**src/rtl/emib_read_arb.sv**
```systemverilog
// emib_read_arb: round-robin arbiter that shares one EMIB read engine between NUM_REQ requesters,
// latching the winner's request fields and returning a done/error/timeout pulse to that requester only.
module emib_read_arb #(
    parameter int NUM_REQ = 4,
    parameter int ADDR_W  = 16,
    parameter int MAX_LEN = 256,
    parameter int TMO_W   = 12,
    parameter int TMO_CYC = 4000
) (
    input  logic                      i_clk,
    input  logic                      i_rst_n,
    input  logic [NUM_REQ-1:0]        i_req,
    input  logic [NUM_REQ*ADDR_W-1:0] i_base_addr,
    input  logic [NUM_REQ*ADDR_W-1:0] i_offset_addr,
    input  logic [NUM_REQ*ADDR_W-1:0] i_len,
    output logic [NUM_REQ-1:0]        o_grant,
    output logic [NUM_REQ-1:0]        o_done,
    output logic [NUM_REQ-1:0]        o_err,
    output logic                      o_timeout,
    output logic                      o_rd_en,
    output logic [ADDR_W-1:0]         o_base_addr,
    output logic [ADDR_W-1:0]         o_offset_addr,
    output logic [ADDR_W-1:0]         o_len,
    output logic                      o_obj_error,
    input  logic                      i_read_done,
    input  logic                      i_read_error,
    output logic                      o_busy
);
    localparam int IDX_W = (NUM_REQ > 1) ? $clog2(NUM_REQ) : 1;
    localparam logic [ADDR_W-1:0] MAX_L = ADDR_W'(MAX_LEN);
    localparam logic [TMO_W-1:0] TMO_LAST = TMO_W'(TMO_CYC - 1);

    typedef enum logic [1:0] {IDLE, ISSUE, WAIT, RELEASE} state_t;

    state_t               state, state_nxt;
    logic [IDX_W-1:0]     idx, idx_nxt, last, last_nxt, sel, cand;
    logic [TMO_W-1:0]     cnt, cnt_nxt;
    logic                 found;
    logic [NUM_REQ-1:0]   idx_oh, grant_nxt, done_nxt, err_nxt;
    logic                 timeout_nxt, rd_en_nxt, obj_error_nxt, busy_nxt;
    logic [ADDR_W-1:0]    base_nxt, offset_nxt, len_nxt, sel_len;

    // round-robin search starting just after the last served requester
    always_comb begin
        sel = '0;
        cand = '0;
        found = 1'b0;
        for (int i = 1; i <= NUM_REQ; i++) begin
            cand = IDX_W'((int'(last) + i) % NUM_REQ);
            if (!found && i_req[cand]) begin
                found = 1'b1;
                sel = cand;
            end
        end
        sel_len = i_len[int'(sel)*ADDR_W +: ADDR_W];
        idx_oh = NUM_REQ'(1) << idx;
    end

    always_comb begin
        state_nxt = state;
        idx_nxt = idx;
        last_nxt = last;
        cnt_nxt = cnt;
        grant_nxt = o_grant;
        done_nxt = '0;
        err_nxt = '0;
        timeout_nxt = 1'b0;
        rd_en_nxt = 1'b0;
        obj_error_nxt = o_obj_error;
        base_nxt = o_base_addr;
        offset_nxt = o_offset_addr;
        len_nxt = o_len;
        case (state)
            IDLE: if (found) begin
                idx_nxt = sel;
                base_nxt = i_base_addr[int'(sel)*ADDR_W +: ADDR_W];
                offset_nxt = i_offset_addr[int'(sel)*ADDR_W +: ADDR_W];
                len_nxt = sel_len;
                obj_error_nxt = (sel_len == '0) || (sel_len > MAX_L);
                grant_nxt = NUM_REQ'(1) << sel;
                rd_en_nxt = 1'b1;
                state_nxt = ISSUE;
            end
            ISSUE: begin
                cnt_nxt = '0;
                state_nxt = WAIT;
            end
            WAIT: begin
                cnt_nxt = cnt + TMO_W'(1);
                // error wins over a simultaneous done; timeout only when the engine is silent
                if (i_read_error || i_read_done || cnt == TMO_LAST) begin
                    err_nxt = (i_read_error || !i_read_done) ? idx_oh : '0;
                    done_nxt = (!i_read_error && i_read_done) ? idx_oh : '0;
                    timeout_nxt = !i_read_error && !i_read_done;
                    grant_nxt = '0;
                    obj_error_nxt = 1'b0;
                    state_nxt = RELEASE;
                end
            end
            default: begin
                last_nxt = idx;
                state_nxt = IDLE;
            end
        endcase
        busy_nxt = state_nxt != IDLE;
    end

    always_ff @(posedge i_clk or negedge i_rst_n) begin
        if (!i_rst_n) begin
            state <= IDLE;
            idx <= '0;
            last <= IDX_W'(NUM_REQ - 1);
            cnt <= '0;
            o_grant <= '0;
            o_done <= '0;
            o_err <= '0;
            o_timeout <= 1'b0;
            o_rd_en <= 1'b0;
            o_obj_error <= 1'b0;
            o_base_addr <= '0;
            o_offset_addr <= '0;
            o_len <= '0;
            o_busy <= 1'b0;
        end else begin
            state <= state_nxt;
            idx <= idx_nxt;
            last <= last_nxt;
            cnt <= cnt_nxt;
            o_grant <= grant_nxt;
            o_done <= done_nxt;
            o_err <= err_nxt;
            o_timeout <= timeout_nxt;
            o_rd_en <= rd_en_nxt;
            o_obj_error <= obj_error_nxt;
            o_base_addr <= base_nxt;
            o_offset_addr <= offset_nxt;
            o_len <= len_nxt;
            o_busy <= busy_nxt;
        end
    end
endmodule

```
**config.mk**
```make
export PLATFORM = sky130hd
export DESIGN_NAME = emib_read_arb
export DESIGN_NICKNAME = d
export VERILOG_FILES = /design/src/rtl/emib_read_arb.sv
export SDC_FILE = /design/constraint.sdc
export NUM_CORES = 1
export LEC_CHECK = 0
export ABC_AREA = 1
export BUFFER_PORTS_ARGS = -buffer_cell sky130_fd_sc_hd__buf_2
export CORE_MARGIN = 2
export CORE_UTILIZATION = 35
export DETAILED_ROUTE_END_ITERATION = 10
export PLACE_DENSITY = 0.75
export SYNTH_ARGS = -nofsm -noshare
export SYNTH_HDL_FRONTEND = slang
export SYNTH_SLANG_ARGS = --single-unit
```
**constraint.sdc**
```tcl
create_clock -name i_clk -period 4.1 [get_ports i_clk]
set_input_delay 1.025 -clock i_clk [delete_from_list [all_inputs] [get_ports i_clk]]
set_output_delay 1.025 -clock i_clk [all_outputs]
set_load 0.02 [all_outputs]
```
## Yosys cells after proc, flatten, opt, wreduce, memory -nomap -nowiden

Cells that the tools add are included.

| storage, ports and cells | value |
|---|---|
| logic and storage cells | 92 |
| output and inout port bits | 64 |
| bits in registers | 82 |
| input port bits | 200 |

| operators by class | value |
|---|---|
| multiplexer cells | 36 |
| order comparisons | 5 |
| reduce and logical (&&, ||, !) cells | 22 |
| add/sub/neg operators | 5 |
| equal/unequal tests | 5 |
| shift-type cells | 5 |

Operators with widths:

| operator | number |
|---|---|
| $shiftx A64 B7 Y16 | 3 |
| $mux W4 | 8 |
| $pmux W12 S2 | 1 |
| $gt A16 B9 Y1 const B | 1 |
| $logic_not A16 Y1 | 1 |
| $mux W1 | 14 |
| $add A12 B1 Y12 const B | 1 |
| $eq A12 B12 Y1 const B | 1 |
| $lt A2 B3 Y1 const B | 4 |
| $mux W2 | 6 |
| $bmux W1 S2 | 4 |
| $pmux W4 S2 | 1 |
| $shl A1 B2 Y4 const A | 2 |
| $pmux W2 S3 | 1 |
| $reduce_bool A2 Y1 | 3 |
| $logic_and A1 B1 Y1 | 5 |
| $logic_not A1 Y1 | 5 |
| $add A2 B1 Y2 const B | 2 |
| $add A2 B2 Y2 const B | 2 |
| $logic_or A1 B1 Y1 | 4 |
| $ne A2 B2 Y1 const B | 2 |
| $reduce_and A3 Y1 | 1 |
| $reduce_or A3 Y1 | 1 |
| $eq A2 B1 Y1 const B | 1 |
| other kinds (4) | 4 |

## Depth between registers and ports, before layout

Gate-level depths: netlist of run 1.

| depth | value |
|---|---|
| depth in word-level cells | 18 |
| depth in mapped cells | 24 |
| depth with buffers taken out | 21 |

## Worst setup path before layout of run 1

Ideal clock, no wire load.

| path | value |
|---|---|
| kind | input to register |
| from | input port i_req[2] |
| to | register o_obj_error |
| library setup time | 0.117 ns |
| required time | 3.983 ns |
| slack | 1.522 ns |
| stages on the path | 18 |
| path buffers | 2 |
| arrival time | 2.462 ns |
| path through | nand2_1 > nand2_1 > nand2_1 > nand2_2 > nor2_4 > nand3_1 > nand2_1 > nand2_1 > buf_6 > buf_6 > nand2_1 > nand3_1 > nor2_1 > nand2_1 > o21ai_1 > nand3_1 > nand2_1 > nand2_1 |

| on the way | value |
|---|---|
| word-level cells in the longest chain between the ends | 17 |
| elaborated cells on any way between the ends | 30 |
| those cells by class | order compare (1); eq/ne (1); shift (1); mux (18); reduce/logical (9) |

RTL lines:

| element | RTL line | source |
|---|---|---|
| start: declaration | 12 | `input logic [NUM_REQ-1:0] i_req,` |
| $bmux W1 S2 | 50 | `if (!found && i_req[cand]) begin` |
| $mux W1 (implied by the code) | 50 |  |
| $mux W1 | 50 |  |
| $logic_not A1 Y1 | 50 |  |
| $logic_and A1 B1 Y1 | 50 |  |
| $mux W1 | 50 |  |
| $logic_not A1 Y1 | 50 |  |
| $logic_and A1 B1 Y1 | 50 |  |
| $mux W1 | 50 |  |
| $logic_not A1 Y1 | 50 |  |
| $logic_and A1 B1 Y1 | 50 |  |
| $mux W2 | 50 |  |
| $shiftx A64 B7 Y16 | 55 | `sel_len = i_len[int'(sel)*ADDR_W +: ADDR_W];` |
| $gt A16 B9 Y1 / $logic_not A16 Y1 (equally long branches) | 79 | `obj_error_nxt = (sel_len == '0) \|\| (sel_len > MAX_L);` |
| $logic_or A1 B1 Y1 | 79 |  |
| $mux W1 | 74 | `IDLE: if (found) begin` |
| $pmux W1 S2 | 73 | `case (state)` |
| end signal: assignment | 134 | `o_obj_error <= obj_error_nxt;` |
| end: declaration | 24 | `output logic o_obj_error,` |

Several ways; a longest one is shown, not always the timed one. The select of a mux whose other input is x is not followed.
A chain may end at the register's enable or synchronous reset.

## Final worst setup path of run 1

| path | value |
|---|---|
| from | input port i_req[1] |
| to | register o_obj_error |

The elaborated chain is that of the path after synthesis.

==> results.md, run 1 <==
* Slew at the pin with the worst max-slew slack at 1.048 ns
* Share of the synthesized area in the top cell type at between 40% and 50%
* Synthesized area per cell at 6.806 sq um
* Wire length of the first global-routing pass at 24660 um
* Critical path startpoint: i_req[1]
* Remaining DRCs at 0
* Share of post-route cells with drive strength above 1 at 31.56%
* Ratio of total power to cell area at roughly 1000 mW/mm^2
* Synth Cell Area at 0.004921 sq mm
* Initial core utilization at a little over a third
* Per-cell routed wire length at 13.90 um
* RSZ-0062 raised after global routing: no
* Relative slew slack at 30.15%
* Core area at 0.01383 sq mm
* Final worst path period share at just over 80%
* GR met2 Demand/Resource at 35.49%
* Multi-input gate area in the final layout at 0.002561 sq mm
* Total Routing Usage GR at 21.08%
* Maximum achievable frequency at between 300 and 400 MHz
* Area taken by flip-flops and latches at between 0.002 and 0.0025 sq mm
* Cell Count Post-Placement at 1140
* Share of flip-flops with an asynchronous set or reset at 100.0%
* Final Wtd Congestion at 0.9201
* Hold path startpoint: o_len[10]
* Post-DP HPWL at 12110 um
* Post-cts hold buffer count at 0
* Synthesized flop and latch total at a little over 80
* Max rail drop VDD at 0.0004301 V
* Maximum fanout encountered on the critical timing path at 36
* Most frequently used cell type in the post-synthesis netlist: sky130_fd_sc_hd__nand2_1
* Leakage power of the design at 3.697 nW
* Count of input and output buffers at 263
* Antenna diode count at 0
* Number of max-slew violations in the final report at 0
* Number of hold violations in the final report at 0
* Count of flip-flops with a built-in enable after synthesis at 0
* Worst endpoint required time at around 4.4 ns
* Met1 demand-to-capacity share in global routing at 27.30%
* Post-CTS Resized at 0
* Number of warnings issued by yosys at 0
* I/O pin count at approximately 260
* Width of the die at 122.6 um
* Syn nets at 928
* Largest net degree at the start of global routing at 83
* Clk_skew at 0.004159 ns
* Final-stage net count at between 1000 and 1500
* Number of distinct library cells after synthesis at 31
* Post-placement setup slack at 0.4473 ns
* Cell accounting for the most synthesized area: sky130_fd_sc_hd__dfrtp_1
* Total congestion overflow after global routing at 0
* Max cap viols at 0
* Area growth syn-to-layout at 34.22%
* Area of the die at ~0.015 sq mm
* Mean number of vias per cell at about 4.9
* Critical R2R Launch: last[0]
* Setup Buffers After CTS at 0
* Later-pin clock latency in the skew report at ~0.34 ns
* Type of element capturing the critical path: flop
* Critical path class: primary input to flop
* Classification of the worst-slack hold path: flop to flop
* TritonCTS Sinks at 82
* Maximum number of buffers from clock root to sink at 2
* Clock-pin slew on the worst setup and hold paths at 0.06 ns
* Most frequent cells after synthesis: 373 x sky130_fd_sc_hd__nand2_1, 80 x sky130_fd_sc_hd__dfrtp_1, 50 x sky130_fd_sc_hd__nor2_1
* Main area contributors after synthesis: sky130_fd_sc_hd__dfrtp_1 41%, sky130_fd_sc_hd__nand2_1 28%, sky130_fd_sc_hd__nor2_1 3.8%, sky130_fd_sc_hd__nand4_1 3.4%, sky130_fd_sc_hd__nand3_1 3.1%
* Element type at the critical path start: primary input
* Clock tree from TritonCTS: built
* Rows at 43
* Synthesized netlist cell count at slightly above 700
* Min Tclk post-route at 3.297 ns
* Antenna violations before repair at 1
* Final-layout setup total negative slack at 0 ns
* Result of the run: complete, no violations
* Number of setup violations in the final report at 0
* Arrival time worst endpoint at 3.57 ns
* Total length of routed wires at 16060 um
* Post-synth top flop: sky130_fd_sc_hd__dfrtp_1
* Die Y-Extent at ~120 um
* Filler cell count in the final layout at 1425
* CTS H-Tree Depth at 3
* CTS root buffer: sky130_fd_sc_hd__clkbuf_16
* Number of CTS-inserted buffers at 9
* Routed via count at 5663
* Antenna-violating nets left at 0
* Final Non-Filler Cells at 1156
* GRT met3 Usage at ~5.0%
* Portion of the post-synthesis area used by sequential elements at 41.75%
* Detailed Routing Iterations Pass 1 at 5
* Layer with the highest usage after global routing: met2
* Iter 0 DRT Violations at 429
* Final setup margin at around 0.8 ns
* Number of global-route vias before repair at 5047
kinds of logic after synthesis:
logic type	synth area share (%)
DFF	41.75
buffers and inverters	6.204
AOI/OAI and AO/OA	7.170
and+or+nand+nor	43.61
adders and majority gates	1.271
worst max-delay path, cell delays in order:
cell,delay (ns)
sky130_fd_sc_hd__buf_2,0.12
sky130_fd_sc_hd__nand2_2,0.06
sky130_fd_sc_hd__nand2_1,0.08
sky130_fd_sc_hd__nand2_1,0.08
sky130_fd_sc_hd__nand2_1,0.09
sky130_fd_sc_hd__nand2_1,0.09
sky130_fd_sc_hd__nand2_2,0.09
sky130_fd_sc_hd__nand2_4,0.19
sky130_fd_sc_hd__inv_2,0.05
sky130_fd_sc_hd__a21oi_2,0.45
sky130_fd_sc_hd__nand2_1,0.15
sky130_fd_sc_hd__inv_2,0.56
sky130_fd_sc_hd__nand2_1,0.11
sky130_fd_sc_hd__nand2_1,0.09
sky130_fd_sc_hd__nor2_1,0.05
sky130_fd_sc_hd__nand2_1,0.08
sky130_fd_sc_hd__nor2_1,0.04
sky130_fd_sc_hd__nand3_1,0.07
sky130_fd_sc_hd__nand2_1,0.05
sky130_fd_sc_hd__nand2_1,0.05
placed cells by master (no fill, tap or decap), types with 2 or more instances in the layout:
master / instances
sky130_fd_sc_hd__buf_4: 7
sky130_fd_sc_hd__nand2_1: 373
sky130_fd_sc_hd__inv_2: 6
sky130_fd_sc_hd__clkbuf_1: 4
sky130_fd_sc_hd__ha_1: 5
sky130_fd_sc_hd__nor2_1: 50
sky130_fd_sc_hd__o22ai_1: 4
sky130_fd_sc_hd__clkbuf_16: 9
sky130_fd_sc_hd__nor3_1: 12
sky130_fd_sc_hd__clkinv_2: 2
sky130_fd_sc_hd__inv_1: 25
sky130_fd_sc_hd__buf_2: 262
sky130_fd_sc_hd__nand4_1: 27
sky130_fd_sc_hd__nand2_2: 8
sky130_fd_sc_hd__a21oi_1: 13
sky130_fd_sc_hd__nand3_1: 30
sky130_fd_sc_hd__a22oi_1: 10
sky130_fd_sc_hd__nor2_4: 4
sky130_fd_sc_hd__o21ai_0: 15
sky130_fd_sc_hd__nor4_1: 3
sky130_fd_sc_hd__dfstp_2: 2
sky130_fd_sc_hd__dfrtp_1: 80
sky130_fd_sc_hd__nand2_4: 3
sky130_fd_sc_hd__a31oi_1: 14
state kept, by name (all words and copies together) (netlist names), 2 cells and up:
register / cells
cnt: 12
idx: 2
last: 2
o_base_addr: 16
o_done: 4
o_err: 4
o_grant: 4
o_len: 16
o_offset_addr: 16
state: 2
cell type report:
type                    count  area share (%)
clock buffers              13           3.637
multi-input cells         577           38.78
well taps                 180           3.410
repair buffers            269           20.65
flip-flops and latches     82           31.10
clock inverters             3          0.6062
inverters                  32           1.819
stage by stage:
| stage | power (mW) | util (%) | hold slack, ns | instance area (sq um) |
|---|---|---|---|---|
| final | 6.868 | 47.77 | 0.4748 | 6605 |
| after global routing | 7.576 | 47.77 | 0.5018 | 6605 |
| after CTS | 6.916 | 47.77 | 0.4768 | 6605 |
| after detailed placement | 6.102 | 45.74 | 0.4606 | 6325 |
| after global placement | 6.038 | 45.74 | 0.4572 | 6325 |
| after floorplan | 4.932 | - | 0.4692 | 4921 |
worst paths after layout:
| check | endpoint | slack, ns | depth (start not counted) |
|---|---|---|---|
| setup / recovery | o_obj_error | 0.80 | 20 |
| hold / removal | o_len[10] | 0.47 | 2 |
| setup reg to reg | o_obj_error | 0.82 | 20 |
| hold reg to reg | o_len[10] | 0.47 | 2 |
| max in group asynchronous | o_base_addr[0] | 2.55 | 1 |
| min in group asynchronous | o_base_addr[1] | 0.84 | 1 |
power by group:
group	internal, mW	total (mW)	switching, mW
combinational	1.46	4.76	3.30
sequential	1.15	1.34	0.181
clock	0.471	0.777	0.306
layer usage:
metal | wire length, um | up-vias
met5 | 8 | -
met3 | 1343 | 18
met2 | 7770 | 248
li1 | - | 2820
met4 | 157 | 2
met1 | 6785 | 2575
No activity file was read; power rests on OpenSTA's default activity.
==> inputs of run 2 (changes only) <==
--- a/config.mk
+++ b/config.mk
@@ -5,12 +5,12 @@
 export SDC_FILE = /design/constraint.sdc
 export NUM_CORES = 1
 export LEC_CHECK = 0
-export ABC_AREA = 1
+export ABC_AREA = 0
 export BUFFER_PORTS_ARGS = -buffer_cell sky130_fd_sc_hd__buf_2
 export CORE_MARGIN = 2
 export CORE_UTILIZATION = 35
 export DETAILED_ROUTE_END_ITERATION = 10
-export PLACE_DENSITY = 0.75
+export PLACE_DENSITY = 0.77
 export SYNTH_ARGS = -nofsm -noshare
 export SYNTH_HDL_FRONTEND = slang
 export SYNTH_SLANG_ARGS = --single-unit
==> constraint.sdc (replaced) <==
create_clock -name i_clk -period 2.7 [get_ports i_clk]
set_input_delay 0.675 -clock i_clk [delete_from_list [all_inputs] [get_ports i_clk]]
set_output_delay 0.675 -clock i_clk [all_outputs]
set_load 0.02 [all_outputs]
==> results.md, run 2 <==
* Flop2flop setup slack at 0 ns (-0.82 ns)
* Multi-input gate area in the final layout at 0.002834 sq mm (+11%)
* CTS H-Tree Depth at 3 (unchanged)
* Routed via count at 5060 (-11%)
* Switching share of power at 42.76% (-12 points)
* Syn nets at 743 (-20%)
* Later-pin clock latency in the skew report at 0.33 ns (about the same)
* Internal Dissipation at 4.195 mW (+36%)
* Min Tclk post-route at 2.714 ns
* Element type at the critical path start: primary input
* Post-DP HPWL at 11540 um (-4.8%)
* Most frequent standard cell in the layout excluding fill and tap cells: sky130_fd_sc_hd__buf_2
* FF-to-FF path depth at 8 (-60%)
* Count of input and output buffers at 263 (unchanged)
* Detailed Routing Iterations Pass 1 at 5 (unchanged)
* Maximum fanout encountered on the critical timing path at 7 (-81%)
* Slew at the pin with the worst max-slew slack at 0.7620 ns (-0.2858 ns)
* Classification of the worst-slack hold path: primary input to async pin
* Ratio of total power to cell area at 1027 mW/mm^2 (-1.2%)
* Core area at 0.01437 sq mm (+3.9%)
* Number of hold violations in the final report at 0 (unchanged)
* Final Non-Filler Cells at 994 (-14%)
* Synthesized netlist cell count at 538 (-26%)
* Initial core utilization at 35.42% (-0.17 points)
* Remaining DRCs at 0 (unchanged)
* Max stage delay on crit path at 0.58 ns (+0.02 ns)
* Number of distinct library cells after synthesis at 49 (+58%)
* Critical-path cell list: buf_4, nor2b_1, o21a_1, nor3_4, buf_12, mux4_2, or4_4, o41ai_4, nand3_1
* Cell accounting for the most synthesized area: sky130_fd_sc_hd__dfrtp_1
* Most frequently used cell type in the post-synthesis netlist: sky130_fd_sc_hd__nand2_1
* Per-cell routed wire length at 14.90 um (+7.2%)
* CTS root buffer: sky130_fd_sc_hd__clkbuf_16
* Total Routing Usage GR at 18.76% (-2.3 points)
* Result of the run: finished with violations
* Type of element capturing the critical path: flop
* Critical R2R Launch: last[0]
* Failing checks: setup timing
* Area growth syn-to-layout at 40.14%
* Count of flip-flops with a built-in enable after synthesis at 0 (unchanged)
* Number of max-slew violations in the final report at 0 (unchanged)
* Antenna-violating nets left at 0 (unchanged)
* Portion of the post-synthesis area used by sequential elements at 40.36% (-1.4 points)
* Wire length of the first global-routing pass at 23940 um (-2.9%)
* I/O pin count at 264 (unchanged)
* Clock-pin slew on the worst setup and hold paths at 0.06 ns (about the same)
* Total placed instance area at 0.006754 sq mm (+6.8%)
* Maximum achievable frequency at between 300 and 400 MHz
* Final-layout setup total negative slack at -0.01433 ns (-0.01433 ns)
* Number of global-route vias before repair at 4899 (-2.9%)
* Number of setup violations in the final report at 1 (+1)
* Main area contributors after synthesis: sky130_fd_sc_hd__dfrtp_1 39%, sky130_fd_sc_hd__mux2_2 9.1%, sky130_fd_sc_hd__o21ai_0 8.8%, sky130_fd_sc_hd__mux2i_1 7.7%, sky130_fd_sc_hd__nand2_1 6.8%
* Die Y-Extent at 124.6 um (+1.6%)
* Width of the die at 124.6 um (+1.6%)
* Largest net degree at the start of global routing at 52 (-37%)
* Share of the synthesized area in the top cell type at 39.33% (-1.4 points)
* Synth Cell Area at 0.005090 sq mm (+3.4%)
* Area of the die at 0.01552 sq mm (+3.3%)
* Total length of routed wires at 14810 um (-7.8%)
* Clock power share at 17.1% (+5.8 points)
* Antenna violations before repair at 0 (-1)
* Net switching power at 3.134 mW (-17%)
* Share of flip-flops with an asynchronous set or reset at 100.0% (unchanged)
* Clock tree from TritonCTS: built
* RSZ-0062 raised after global routing: yes
* Critical path class: primary input to flop
* Final worst path period share at 100.5%
* Mean number of vias per cell at 5.091 (+3.9%)
* Rows at 44 (+2.3%)
* Number of CTS-inserted buffers at 9 (unchanged)
* Maximum number of buffers from clock root to sink at 2 (unchanged)
* Area taken by flip-flops and latches at 0.002054 sq mm (unchanged)
* Post-placement setup slack at -0.4004 ns (-0.8477 ns)
* Synthesized area per cell at 9.461 sq um (+39%)
* Max cap viols at 0 (unchanged)
* Commonest cells after routing, fill and taps aside: 261 x sky130_fd_sc_hd__buf_2, 92 x sky130_fd_sc_hd__nand2_1, 89 x sky130_fd_sc_hd__o21ai_0, 80 x sky130_fd_sc_hd__dfrtp_1, 41 x sky130_fd_sc_hd__mux2_2
* Post-cts hold buffer count at 0 (unchanged)
* Critical R2R Capture: o_obj_error
* Clk_skew at 0.01014 ns (+0.005985 ns)
* Final Wtd Congestion at 0.8639 (-6.1%)
* Final setup margin at -0.01433 ns (-0.8171 ns)
* Cell Count Post-Placement at 975 (-14%)
* Iter 0 DRT Violations at 189 (-56%)
* Filler cell count in the final layout at 1372 (-3.7%)
* Part of the power in combinational logic at 55.4% (-14 points)
* Total congestion overflow after global routing at 0 (unchanged)
* Synthesized flop and latch total at 82 (unchanged)
* Post-synth top flop: sky130_fd_sc_hd__dfrtp_1
* Register share of total power at 27.5% (+8.0 points)
* Worst endpoint required time at 2.91 ns (-1.47 ns)
* Number of warnings issued by yosys at 0 (unchanged)
* Final Power at 7.329 mW (+6.7%)
* Post-route cell area at 0.007133 sq mm (+8.0%)
* Arrival time worst endpoint at 2.92 ns (-0.65 ns)
* Cell type of the slowest stage on the worst timing path: sky130_fd_sc_hd__or4_4
* Antenna diode count at 0 (unchanged)
* Leakage power of the design at 3.480 nW (-5.9%)
* Relative slew slack at 48.67% (+19 points)
* Share of post-route cells with drive strength above 1 at 46.30% (+15 points)
* Final-stage net count at 1010 (-14%)
* TritonCTS Sinks at 82 (unchanged)
* Max rail drop VDD at 0.0004341 V (+0.94%)
* Most frequent cells after synthesis: 92 x sky130_fd_sc_hd__nand2_1, 89 x sky130_fd_sc_hd__o21ai_0, 80 x sky130_fd_sc_hd__dfrtp_1
* Leading registers by flop count: o_base_addr: 16 flops, o_len: 16 flops, o_offset_addr: 16 flops
run 2: changes by cell type after synthesis, sizes merged, moves of 16 or more:
cell,change
mux2i,+39
nand4,-25
nor2,-35
o311ai,+16
nand2,-292
inv,-22
mux2,+41
o21ai,+73
clkbuf,+19
nand3,-21
run 2: per-layer routing:
metal  global-route usage [%]  up-vias  share of wire (%)
met5                        0        -                  0
met4                    6.874        0                2.2
met3                    4.424       28                8.2
met2                    32.37      229                 49
met1                    22.80     2290                 41
li1                         -     2513                  -
run 2: metrics by stage:
stage          hold slack, ns  util [%]
6_report               0.3089     49.64
3_3_place_gp           0.4559     47.00
4_1_cts                0.3339     49.34
2_1_floorplan          0.3794         -
3_5_place_dp           0.4652     47.00
5_1_grt                0.3478     49.64
run 2: worst max-delay path by stage:
stage / start / end / slack (ns) / cells after the start
after floorplan: i_req[1] / o_obj_error / -0.07 / 7
after global placement: i_req[1] / o_obj_error / -0.31 / 9
after detailed placement: i_req[1] / o_obj_error / -0.40 / 9
after CTS: last[0] / o_obj_error / 0.003 / 8
after global routing: last[0] / o_obj_error / -0.18 / 8
final: i_req[1] / o_obj_error / -0.01 / 9
run 2: layout make-up:
type / instances / share of cell area (%)
clock inverter: 4 / 0.7016
tap: 184 / 3.228
inverter: 9 / 0.4736
clock buffer: 12 / 3.596
timing repair buffer: 300 / 23.47
multi-input combinational: 403 / 39.73
sequential: 82 / 28.80
run 2: critical path, delay by kind of cell:
family | cells | cell delay (ns)
simple gates | 4 | 1.00
compound gates | 2 | 0.44
mux | 1 | 0.50
buf+inv | 2 | 0.30
run 2: power groups by stage:
stage,clock [mW],sequential (mW),combinational [mW]
6_report,1.25,2.02,4.06
5_1_grt,1.35,2.09,4.48
4_1_cts,1.29,2.02,4.02
3_5_place_dp,0,2.04,3.98
3_3_place_gp,0,2.03,3.91
2_1_floorplan,0,2.53,2.15
run 2: timing repair:
action	in CTS	in global routing
setup endpoints to repair	1	6
gates resized for setup	3	2
buffers inserted	2	0
pin swaps	1	0
gates cloned	0	1
run 2: cell families (layout without fill, tap and decap cells):
family / count (synthesis) / count (layout) / share of synthesized area, %
simple gates: 171 / 171 / 16.67
compound gates: 134 / 134 / 16.20
mux: 86 / 86 / 19.54
flops: 82 / 82 / 40.36
buf+inv: 53 / 325 / 4.793
xor+xnor: 7 / 7 / 1.205
fa+ha+maj: 5 / 5 / 1.229
